<file path="src/rtl/seq_pkg.sv">
// Shared definitions for the bit serializer: FSM state encoding and default word width.
package seq_pkg;

  localparam int SEQ_DEFAULT_WIDTH = 8;

  typedef enum logic [0:0] {
    ST_IDLE  = 1'b0,
    ST_SHIFT = 1'b1
  } seq_state_e;

endpackage

</file>
<file path="src/rtl/seq_hold_reg.sv">
// One-entry hold register with full flag; parks the next word while the current one shifts.
module seq_hold_reg
  import seq_pkg::*;
#(
  parameter int WIDTH = SEQ_DEFAULT_WIDTH
) (
  input  logic             clk,
  input  logic             reset,
  input  logic             load,
  input  logic [WIDTH-1:0] load_data,
  input  logic             pop,
  output logic [WIDTH-1:0] word,
  output logic             full
);

  logic [WIDTH-1:0] word_d;
  logic [WIDTH-1:0] word_q;
  logic             full_d;
  logic             full_q;

  // Load and pop never coincide: load needs the entry empty, pop needs it full.
  always_comb begin
    word_d = word_q;
    full_d = full_q;
    if (load) begin
      word_d = load_data;
      full_d = 1'b1;
    end else if (pop) begin
      full_d = 1'b0;
    end else begin
      full_d = full_q;
    end
  end

  // Hold word and full flag storage.
  always_ff @(posedge clk) begin
    if (reset) begin
      word_q <= '0;
      full_q <= 1'b0;
    end else begin
      word_q <= word_d;
      full_q <= full_d;
    end
  end

  assign word = word_q;
  assign full = full_q;

endmodule

</file>
<file path="src/rtl/seq_bit_serializer.sv">
// Parallel-to-serial converter with a one-word hold register for gapless back-to-back words.
module seq_bit_serializer
  import seq_pkg::*;
#(
  parameter int WIDTH     = SEQ_DEFAULT_WIDTH,
  parameter bit MSB_FIRST = 1'b1,
  parameter bit IDLE_BIT  = 1'b0
) (
  input  logic             clk,
  input  logic             reset,
  input  logic [WIDTH-1:0] data_in,
  input  logic             data_valid,
  output logic             data_ready,
  output logic             dout,
  output logic             dout_valid,
  output logic             underrun,
  output logic             busy
);

  localparam int            CW       = $clog2(WIDTH);
  localparam logic [CW-1:0] LAST_IDX = CW'(WIDTH - 1);

  function automatic logic lead_bit(input logic [WIDTH-1:0] w);
    if (MSB_FIRST) begin
      return w[WIDTH-1];
    end else begin
      return w[0];
    end
  endfunction

  function automatic logic [WIDTH-1:0] advance(input logic [WIDTH-1:0] w);
    if (MSB_FIRST) begin
      return {w[WIDTH-2:0], 1'b0};
    end else begin
      return {1'b0, w[WIDTH-1:1]};
    end
  endfunction

  seq_state_e       state_d;
  seq_state_e       state_q;
  logic [WIDTH-1:0] shift_d;
  logic [WIDTH-1:0] shift_q;
  logic [CW-1:0]    cnt_d;
  logic [CW-1:0]    cnt_q;
  logic             dout_d;
  logic             dout_q;
  logic             dout_valid_d;
  logic             dout_valid_q;
  logic             underrun_d;
  logic             underrun_q;

  logic             accept;
  logic             last_bit;
  logic             hold_load;
  logic             hold_pop;
  logic [WIDTH-1:0] hold_word;
  logic             hold_full;
  logic             load_en;
  logic [WIDTH-1:0] load_word;

  assign data_ready = ~hold_full & ~reset;
  assign accept     = data_valid & data_ready;
  assign last_bit   = (state_q == ST_SHIFT) && (cnt_q == LAST_IDX);
  assign hold_load  = accept && (state_q == ST_SHIFT) && !last_bit;
  assign hold_pop   = last_bit && hold_full;

  seq_hold_reg #(
    .WIDTH (WIDTH)
  ) u_hold (
    .clk       (clk),
    .reset     (reset),
    .load      (hold_load),
    .load_data (data_in),
    .pop       (hold_pop),
    .word      (hold_word),
    .full      (hold_full)
  );

  // Select which word (if any) starts shifting next; a held word has priority over a new one.
  always_comb begin
    load_en   = 1'b0;
    load_word = data_in;
    case (state_q)
      ST_IDLE: begin
        load_en   = accept;
        load_word = data_in;
      end
      ST_SHIFT: begin
        if (last_bit && hold_full) begin
          load_en   = 1'b1;
          load_word = hold_word;
        end else if (last_bit) begin
          load_en   = accept;
          load_word = data_in;
        end else begin
          load_en   = 1'b0;
          load_word = data_in;
        end
      end
      default: begin
        load_en   = 1'b0;
        load_word = data_in;
      end
    endcase
  end

  // Next-state and serial output logic; the shift register holds only the bits not yet sent.
  always_comb begin
    state_d      = state_q;
    shift_d      = shift_q;
    cnt_d        = cnt_q;
    dout_d       = dout_q;
    dout_valid_d = dout_valid_q;
    underrun_d   = 1'b0;
    if (load_en) begin
      state_d      = ST_SHIFT;
      dout_d       = lead_bit(load_word);
      shift_d      = advance(load_word);
      cnt_d        = '0;
      dout_valid_d = 1'b1;
    end else begin
      case (state_q)
        ST_IDLE: begin
          dout_d       = IDLE_BIT;
          dout_valid_d = 1'b0;
          cnt_d        = '0;
        end
        ST_SHIFT: begin
          if (last_bit) begin
            state_d      = ST_IDLE;
            dout_d       = IDLE_BIT;
            dout_valid_d = 1'b0;
            cnt_d        = '0;
            underrun_d   = 1'b1;
          end else begin
            dout_d  = lead_bit(shift_q);
            shift_d = advance(shift_q);
            cnt_d   = cnt_q + CW'(1);
          end
        end
        default: begin
          state_d      = ST_IDLE;
          dout_d       = IDLE_BIT;
          dout_valid_d = 1'b0;
          cnt_d        = '0;
        end
      endcase
    end
  end

  // State, datapath and registered outputs.
  always_ff @(posedge clk) begin
    if (reset) begin
      state_q      <= ST_IDLE;
      shift_q      <= '0;
      cnt_q        <= '0;
      dout_q       <= IDLE_BIT;
      dout_valid_q <= 1'b0;
      underrun_q   <= 1'b0;
    end else begin
      state_q      <= state_d;
      shift_q      <= shift_d;
      cnt_q        <= cnt_d;
      dout_q       <= dout_d;
      dout_valid_q <= dout_valid_d;
      underrun_q   <= underrun_d;
    end
  end

  assign dout       = dout_q;
  assign dout_valid = dout_valid_q;
  assign underrun   = underrun_q;
  assign busy       = (state_q == ST_SHIFT) || hold_full;

endmodule

</file>
<file path="config.mk">
export PLATFORM = sky130hd
export DESIGN_NAME = seq_bit_serializer
export DESIGN_NICKNAME = d
export VERILOG_FILES = /design/src/rtl/seq_pkg.sv /design/src/rtl/seq_hold_reg.sv /design/src/rtl/seq_bit_serializer.sv
export SDC_FILE = /design/constraint.sdc
export NUM_CORES = 1
export LEC_CHECK = 0
export CAP_MARGIN = 15
export CORE_ASPECT_RATIO = 2
export CORE_MARGIN = 8
export CORE_UTILIZATION = 39
export CTS_BUF_LIST = sky130_fd_sc_hd__clkbuf_8
export DETAILED_ROUTE_END_ITERATION = 16
export PLACE_DENSITY = 0.67
export SLEW_MARGIN = 20
export SYNTH_ARGS = -nofsm -noshare
export SYNTH_HDL_FRONTEND = slang
export SYNTH_SLANG_ARGS = --single-unit
export TNS_END_PERCENT = 5
</file>
<file path="constraint.sdc">
create_clock -name clk -period 2.7 [get_ports clk]
set_input_delay 0.675 -clock clk [delete_from_list [all_inputs] [get_ports clk]]
set_output_delay 0.675 -clock clk [all_outputs]
set_load 0.01 [all_outputs]
</file>
=== Word level (Yosys, flattened, before mapping) ===
Cells that the tools add are included.

* Output and inout port bits: 5
* Input bits: 11
* Bits in registers: 23

* Mux-type cells: 22
* Add/subtract/negate cells: 1
* Eq/ne operators: 3
* Bitwise gates (word level): 5
* Reductions and logical operators: 11

{| class="wikitable"
|+ Operator list
! operator !! number
|-
| 2-to-1 mux 8 bit || 4
|-
| one-hot mux 8 bit (2 select lines) || 1
|-
| 2-to-1 mux 1 bit || 12
|-
| one-hot mux 1 bit (2 select lines) || 3
|-
| one-hot mux 3 bit (2 select lines) || 1
|-
| logical AND 1 bit || 4
|-
| nonzero test 2 bit || 2
|-
| adder 3 x 1 -> 3 bit (second input constant) || 1
|-
| == test 3 bit (second input constant) || 1
|-
| 2-to-1 mux 3 bit || 1
|-
| inequality test 3 x 1 -> 1 bit (second input constant) || 1
|-
| NOT 1 bit || 3
|-
| OR reduction 3 bit || 1
|-
| bitwise AND 1 bit || 2
|-
| inequality test 2 x 1 -> 1 bit (second input constant) || 1
|-
| AND reduction 2 bit || 1
|-
| OR reduction 2 bit || 1
|-
| zero test 1 bit || 1
|-
| logical OR 1 bit || 1
|}

=== Depth between registers and ports, before layout ===
Gate-level depths: netlist of run 1.

* Depth after elaboration: 8
* Gate-level depth with buffers: 8

=== By module ===
A second synthesis of run 1 with hierarchy kept.

* Cell total of the unflattened synthesis: 115
* Area total of the unflattened synthesis: 1113.6 um^2

{| class="wikitable"
|+ By module, submodules not included
! module !! times used !! seq. area each (um^2) !! cells each !! area an instance (um^2)
|-
| seq_bit_serializer || 1 || 280.3 || 85 || 792.0
|-
| seq_hold_reg || 1 || 180.2 || 30 || 321.6
|}

=== Least setup slack after synthesis of run 1 ===
No wires, ideal clock.

* Path type: input -> output
* From: input reset
* To: output data_ready
* Required time: 2.025 ns
* Path buffers: 1
* Stages on the path: 2
* Slack: 0.986 ns
* Arrival time: 1.039 ns
* Cell sequence: clkbuf_1 nor2_1

* Cells in the longest elaborated chain, start to end: 2

{| class="wikitable"
|+ Ends and longest elaborated chain
! what !! line !! RTL
|-
| start: declaration || seq_bit_serializer.sv:10 || <nowiki>input logic reset,</nowiki>
|-
| NOT 1 bit || seq_bit_serializer.sv:61 || <nowiki>assign data_ready = ~hold_full & ~reset;</nowiki>
|-
| bitwise AND 1 bit || seq_bit_serializer.sv:61 ||
|-
| end: declaration || seq_bit_serializer.sv:13 || <nowiki>output logic data_ready,</nowiki>
|}

No other way between the ends.

=== Worst setup path in the final report of run 1 ===
Ends and elaborated chain as after synthesis.

==> flow_metrics.env, run 1 <==
export IMPL_critPathLaunchType="input pin"
export IMPL_dpl_cell_area_um2=1240
export IMPL_ys_top_cells_by_count="nand2_1 (25), dfxtp_1 (23), a21oi_1 (11)"
export IMPL_whs_path_depth=1
export IMPL_hold_viol_final=0
export IMPL_diodes=0
export IMPL_syn_to_final_growth_pct=15.8
export IMPL_clock_path_buffers=2
export IMPL_drcViolationCount=0
export IMPL_final_area_um2=1280
export IMPL_synth_flop_cell="dfxtp_1"
export IMPL_fp_coreArea_um2=2740
export IMPL_ant_nets=0
export IMPL_synthesis_area_um2=1110
export IMPL_floorplan_initialDensity_pct=40.5
export IMPL_register_area_um2=460
export IMPL_grt_pass1_wl_um=3890
export IMPL_synthCells=128
export IMPL_wl_um=2190
export IMPL_cts_tree="yes"
export IMPL_clk_latency_ps=260
export IMPL_synth_top_area_cell="dfxtp_1"
export IMPL_power_density_nw_per_um2=531
export IMPL_clkSinkCount=23
export IMPL_dieWidth_um=53.7
export IMPL_vias_per_cell=5.22
export IMPL_multiInputGateArea_um2=572
export IMPL_crit_type="in -> out"
export IMPL_overflow=0
export IMPL_grt_max_degree=24
export IMPL_hold_slack_ps=437
export IMPL_async_reset_ff_share_pct=0
export IMPL_finalSetupViolations=0
export IMPL_cts_buffers=3
export IMPL_leakage_nw=0.507
export IMPL_drv_slew=0
export IMPL_synth_area_leaders="dfxtp_1 (42%), nand2_1 (8.5%), o31ai_2 (6.8%), a21oi_1 (5.0%), nand3_1 (4.1%)"
export IMPL_synth_seq_cells=23
export IMPL_endpoint_kind="output port"
export IMPL_synth_edf_count=0
export IMPL_pre_cts_slack_ps=279
export IMPL_synth_fp_nets=141
export IMPL_yosysTopAreaCellShare_pct=41.6
export IMPL_num_rows=27
export IMPL_cp_max_fo=2
export IMPL_status="finished clean"
export IMPL_ctsHoldBuffers=0
export IMPL_min_path_type="reg -> reg"
export IMPL_fillerInstances=260
export IMPL_vias=877
export IMPL_cp_required_ps=2030
export IMPL_layout_setup_ws_ps=281
export IMPL_yosysUniqueCellTypes=28
export IMPL_dp_hpwl_um=1670
export IMPL_worst_pin_slew_ps=419
export IMPL_cts_root_buf="clkbuf_8"
export IMPL_finClkSkew_ps=1.69
export IMPL_min_period_over_period_pct=89.6
export IMPL_antenna_found_initial=0
export IMPL_synth_seq_area_share_pct=41.6
export IMPL_reg2regPathDepth=6
export IMPL_grt_setup_unrepaired="false"
export IMPL_dr_pass1_iters=4
export IMPL_worstPathArrival_ps=1740
export IMPL_max_vdd_ir_drop_mv=0.317
export IMPL_die_h_um=91.4
export IMPL_die_area_um2=4900
export IMPL_placed_cells=164
export IMPL_max_slew_margin_pct=72.0
export IMPL_avgSynthCellArea_um2=8.65
export IMPL_wire_per_inst_um=13.0
export IMPL_gr_usage_all_layers_pct=10.1
export IMPL_post_cts_buffers=0
export IMPL_min_period_ps=2420
export IMPL_grt_pass1_vias=934
export IMPL_port_buffers=15
export IMPL_ys_warn_count=0
export IMPL_fmax_mhz=413
export IMPL_io_pins=16
export IMPL_fin_cells=168
export IMPL_post_cts_resize_count=0
export IMPL_clk_pin_slew_worst_paths_ps=80
export IMPL_nets=153
export IMPL_htree_levels=1
export IMPL_setup_tns_ps=0
export IMPL_gp_congestion=0.727
export IMPL_maxCapViolations=0
export IMPL_yosysMostFrequentCell="nand2_1"
export IMPL_drive_above_1_share_pct=11.5
export IMPL_drt_initial_drc_count=27
critical path, cell delays in order:
cell and delay [ps]:
clkdlybuf4s50_1 420, nor2_1 90, clkdlybuf4s50_1 550
cells in the final DEF, fill, tap and decap left out:
| cell type | count |
|---|---|
| buf_4 | 2 |
| a21oi_1 | 11 |
| nand3_1 | 9 |
| nor2b_1 | 2 |
| o31ai_2 | 6 |
| nand3b_1 | 6 |
| nor2_1 | 8 |
| nand2b_1 | 3 |
| nor2b_4 | 1 |
| nor3b_1 | 1 |
| or2_2 | 1 |
| ha_1 | 2 |
| mux2_2 | 2 |
| o211a_1 | 1 |
| inv_1 | 2 |
| clkdlybuf4s50_1 | 15 |
| and3_1 | 7 |
| and2_1 | 2 |
| o211ai_1 | 1 |
| a21oi_4 | 1 |
| nor3_1 | 2 |
| dfxtp_1 | 23 |
| a211oi_1 | 1 |
| or2_1 | 1 |
| clkbuf_8 | 3 |
| a22oi_1 | 1 |
| nand2_1 | 25 |
area by class of cell:
type                            instances  area share (%)
Clock inverter                          1           0.293
Sequential cell                        23            35.9
Tap cell                               29            2.83
Inverter                                1           0.293
Timing Repair Buffer                   17            12.9
Multi-Input combinational cell         94            44.6
Clock buffer                            3            3.22
through the flow:
step	power (W)	util, %
4_1_cts	0.000693	46.9
6_report	0.000682	46.9
3_5_place_dp	0.000484	45.2
2_1_floorplan	0.000451	-
3_3_place_gp	0.000481	45.2
5_1_grt	0.000717	46.9
power breakdown:
group | total [W] | leakage, nW | internal (W) | switching, W
Sequential | 0.000370 | 0.187 | 0.000356 | 0.0000139
Combinational | 0.000105 | 0.293 | 0.0000518 | 0.0000532
Clock | 0.000206 | 0.0269 | 0.000101 | 0.000105
Total | 0.000682 | 0.507 | 0.000510 | 0.000172
worst paths after layout:
kind / startpoint / endpoint / slack, ps
setup / recovery: reset / data_ready / 280
hold / removal: cnt_q[0] / cnt_q[0] / 440
setup reg to reg: cnt_q[0] / shift_q[3] / 860
hold reg to reg: cnt_q[0] / cnt_q[0] / 440
routing by layer:
metal | vias up | share of wire, % | global-route usage [%]
met4 | 0 | 2.5 | 5.93
met5 | - | 0 | 0
li1 | 458 | - | -
met3 | 4 | 1.9 | 1.47
met1 | 402 | 39 | 9.75
met2 | 13 | 56 | 18.5
flip-flops by register name, indices dropped and copies added, names as in the netlist:
signal and count:
u_hold.word 8, shift_q 7, cnt_q 3, dout 1, dout_valid 1, state_q 1
u_hold.full 1, underrun 1
cell families after synthesis:
kind of cell / count (synthesis) / share of synthesized area (%)
AO/OA/AOI/OAI: 22 / 16.2
multiplexers: 2 / 2.03
AND/OR/NAND/NOR: 68 / 31.2
buffers and inverters: 11 / 6.78
adder cells (fa/ha/maj): 2 / 2.26
flip-flops: 23 / 41.6
Power figures use the tool's default switching activity.
==> inputs of run 2 (changes only) <==
- CORE_ASPECT_RATIO: 2 -> unset
- CORE_UTILIZATION: 39 -> 55
- PLACE_DENSITY: 0.67 -> 0.81
==> run 2 against run 1 <==
Combinational power is essentially flat; global-route usage grew 2.8 points; fmax shrank 2.8%; clock skew shrank 0.69 ps; via count grew 4.3%; sequential power is essentially flat; cell count shrank 1.2%; clock power is essentially flat; critical path depth is the same.
==> flow_metrics.env, run 2 (synthesis gave the netlist of run 1 again) <==
export IMPL_hold_slack_ps=444
export IMPL_drt_initial_drc_count=21
export IMPL_htree_levels=1
export IMPL_dr_pass1_iters=4
export IMPL_cp_max_fo=2
export IMPL_max_slew_margin_pct=74.4
export IMPL_grt_max_degree=24
export IMPL_dp_hpwl_um=1520
export IMPL_internal_power_w=0.000509
export IMPL_drcViolationCount=0
export IMPL_floorplan_initialDensity_pct=57.6
export IMPL_wl_um=2100
export IMPL_post_cts_resize_count=0
export IMPL_fmax_mhz=402
export IMPL_power_density_nw_per_um2=532
export IMPL_cts_buffers=3
export IMPL_grt_pass1_wl_um=3810
export IMPL_vias=915
export IMPL_switching_share_pct=25.2
export IMPL_overflow=0
export IMPL_port_buffers=15
export IMPL_hold_viol_final=0
export IMPL_io_pins=16
export IMPL_drive_above_1_share_pct=11.5
export IMPL_clkSinkCount=23
export IMPL_vias_per_cell=5.51
export IMPL_num_rows=16
export IMPL_largest_reg_flops=8
export IMPL_final_area_um2=1280
export IMPL_dpl_cell_area_um2=1230
export IMPL_final_cell_mix="nand2_1 (25), dfxtp_1 (23), clkdlybuf4s50_1 (15), a21oi_1 (11), nand3_1 (9)"
export IMPL_diodes=0
export IMPL_min_period_ps=2490
export IMPL_ant_nets=0
export IMPL_crit_type="in -> out"
export IMPL_gp_congestion=0.841
export IMPL_gr_usage_all_layers_pct=13.0
export IMPL_clockPowerShare_pct=30.3
export IMPL_final_util_pct=66.6
export IMPL_maxCapViolations=0
export IMPL_worst_pin_slew_ps=384
export IMPL_switchingPower_w=0.000172
export IMPL_drv_slew=0
export IMPL_min_path_type="reg -> reg"
export IMPL_final_common_cell="nand2_1"
export IMPL_die_h_um=60.9
export IMPL_seqPwrFrac_pct=54.3
export IMPL_finClkSkew_ps=1.00
export IMPL_cts_root_buf="clkbuf_8"
export IMPL_grt_setup_unrepaired="false"
export IMPL_clock_path_buffers=2
export IMPL_clk_latency_ps=260
export IMPL_dieWidth_um=60.9
export IMPL_cp_required_ps=2030
export IMPL_endpoint_kind="output port"
export IMPL_setup_tns_ps=0
export IMPL_cts_tree="yes"
export IMPL_min_period_over_period_pct=92.1
export IMPL_max_vdd_ir_drop_mv=0.392
export IMPL_antenna_found_initial=0
export IMPL_die_area_um2=3710
export IMPL_p_comb_share_pct=15.4
export IMPL_finalSetupViolations=0
export IMPL_fp_coreArea_um2=1920
export IMPL_nets=153
export IMPL_leakage_nw=0.507
export IMPL_worstPathArrival_ps=1810
export IMPL_critPathLaunchType="input pin"
export IMPL_clk_pin_slew_worst_paths_ps=80
export IMPL_grt_pass1_vias=857
export IMPL_post_cts_buffers=0
export IMPL_status="finished clean"
export IMPL_syn_to_final_growth_pct=15.6
export IMPL_wire_per_inst_um=12.6
export IMPL_ctsHoldBuffers=0
export IMPL_fillerInstances=175
## run 2: cell counts in the layout (fill, tap and decap cells not counted)
No cell type changed its count.
## run 2: through the flow
| step | power, W | worst slack (ps) | cells |
|---|---|---|---|
| floorplan | 0.000451 | 986 | 128 |
| global placement | 0.000479 | 296 | 162 |
| detailed placement | 0.000483 | 233 | 162 |
| CTS | 0.000688 | 228 | 166 |
| global route | 0.000714 | 189 | 166 |
| finish | 0.000681 | 212 | 166 |
## run 2: power groups by stage
stage / Clock [W] / Sequential (W) / Combinational (W)
final: 0.000207 / 0.000370 / 0.000105
after CTS: 0.000212 / 0.000370 / 0.000106
after global placement: 0 / 0.000377 / 0.000102
after detailed placement: 0 / 0.000378 / 0.000105
after floorplan: 0 / 0.000372 / 0.0000798
after global routing: 0.000225 / 0.000373 / 0.000116
## run 2: layout make-up
type                            count  area, um^2  area share [%]
Clock buffer                        3        41.3            3.23
Clock inverter                      1        3.75           0.293
Inverter                            1        3.75           0.293
Multi-Input combinational cell     94         572            44.7
Sequential cell                    23         460            36.0
Tap cell                           27        33.8            2.64
Timing Repair Buffer               17         165            12.9
## run 2: worst paths after layout
| path | start | to | slack (ps) | cells after the start |
|---|---|---|---|---|
| worst max-delay path | reset | data_ready | 210 | 3 |
| worst min-delay path | cnt_q[0] | cnt_q[0] | 440 | 1 |
| worst max register to register | cnt_q[0] | shift_q[4] | 850 | 6 |
| worst min register to register | cnt_q[0] | cnt_q[0] | 440 | 1 |
## run 2: worst max-delay path: stages
cell	delay, ps
clkdlybuf4s50_1	440
nor2_1	140
clkdlybuf4s50_1	560
## run 2: layer usage
layer | wire (um) | GRT usage [%] | part of all wire [%] | up-vias
met1 | 1050 | 17.3 | 50 | 428
met5 | 0 | 0 | 0 | -
met3 | 88 | 2.75 | 4.2 | 4
li1 | - | - | - | 460
met2 | 935 | 20.2 | 45 | 23
met4 | 23 | 3.99 | 1.1 | 0
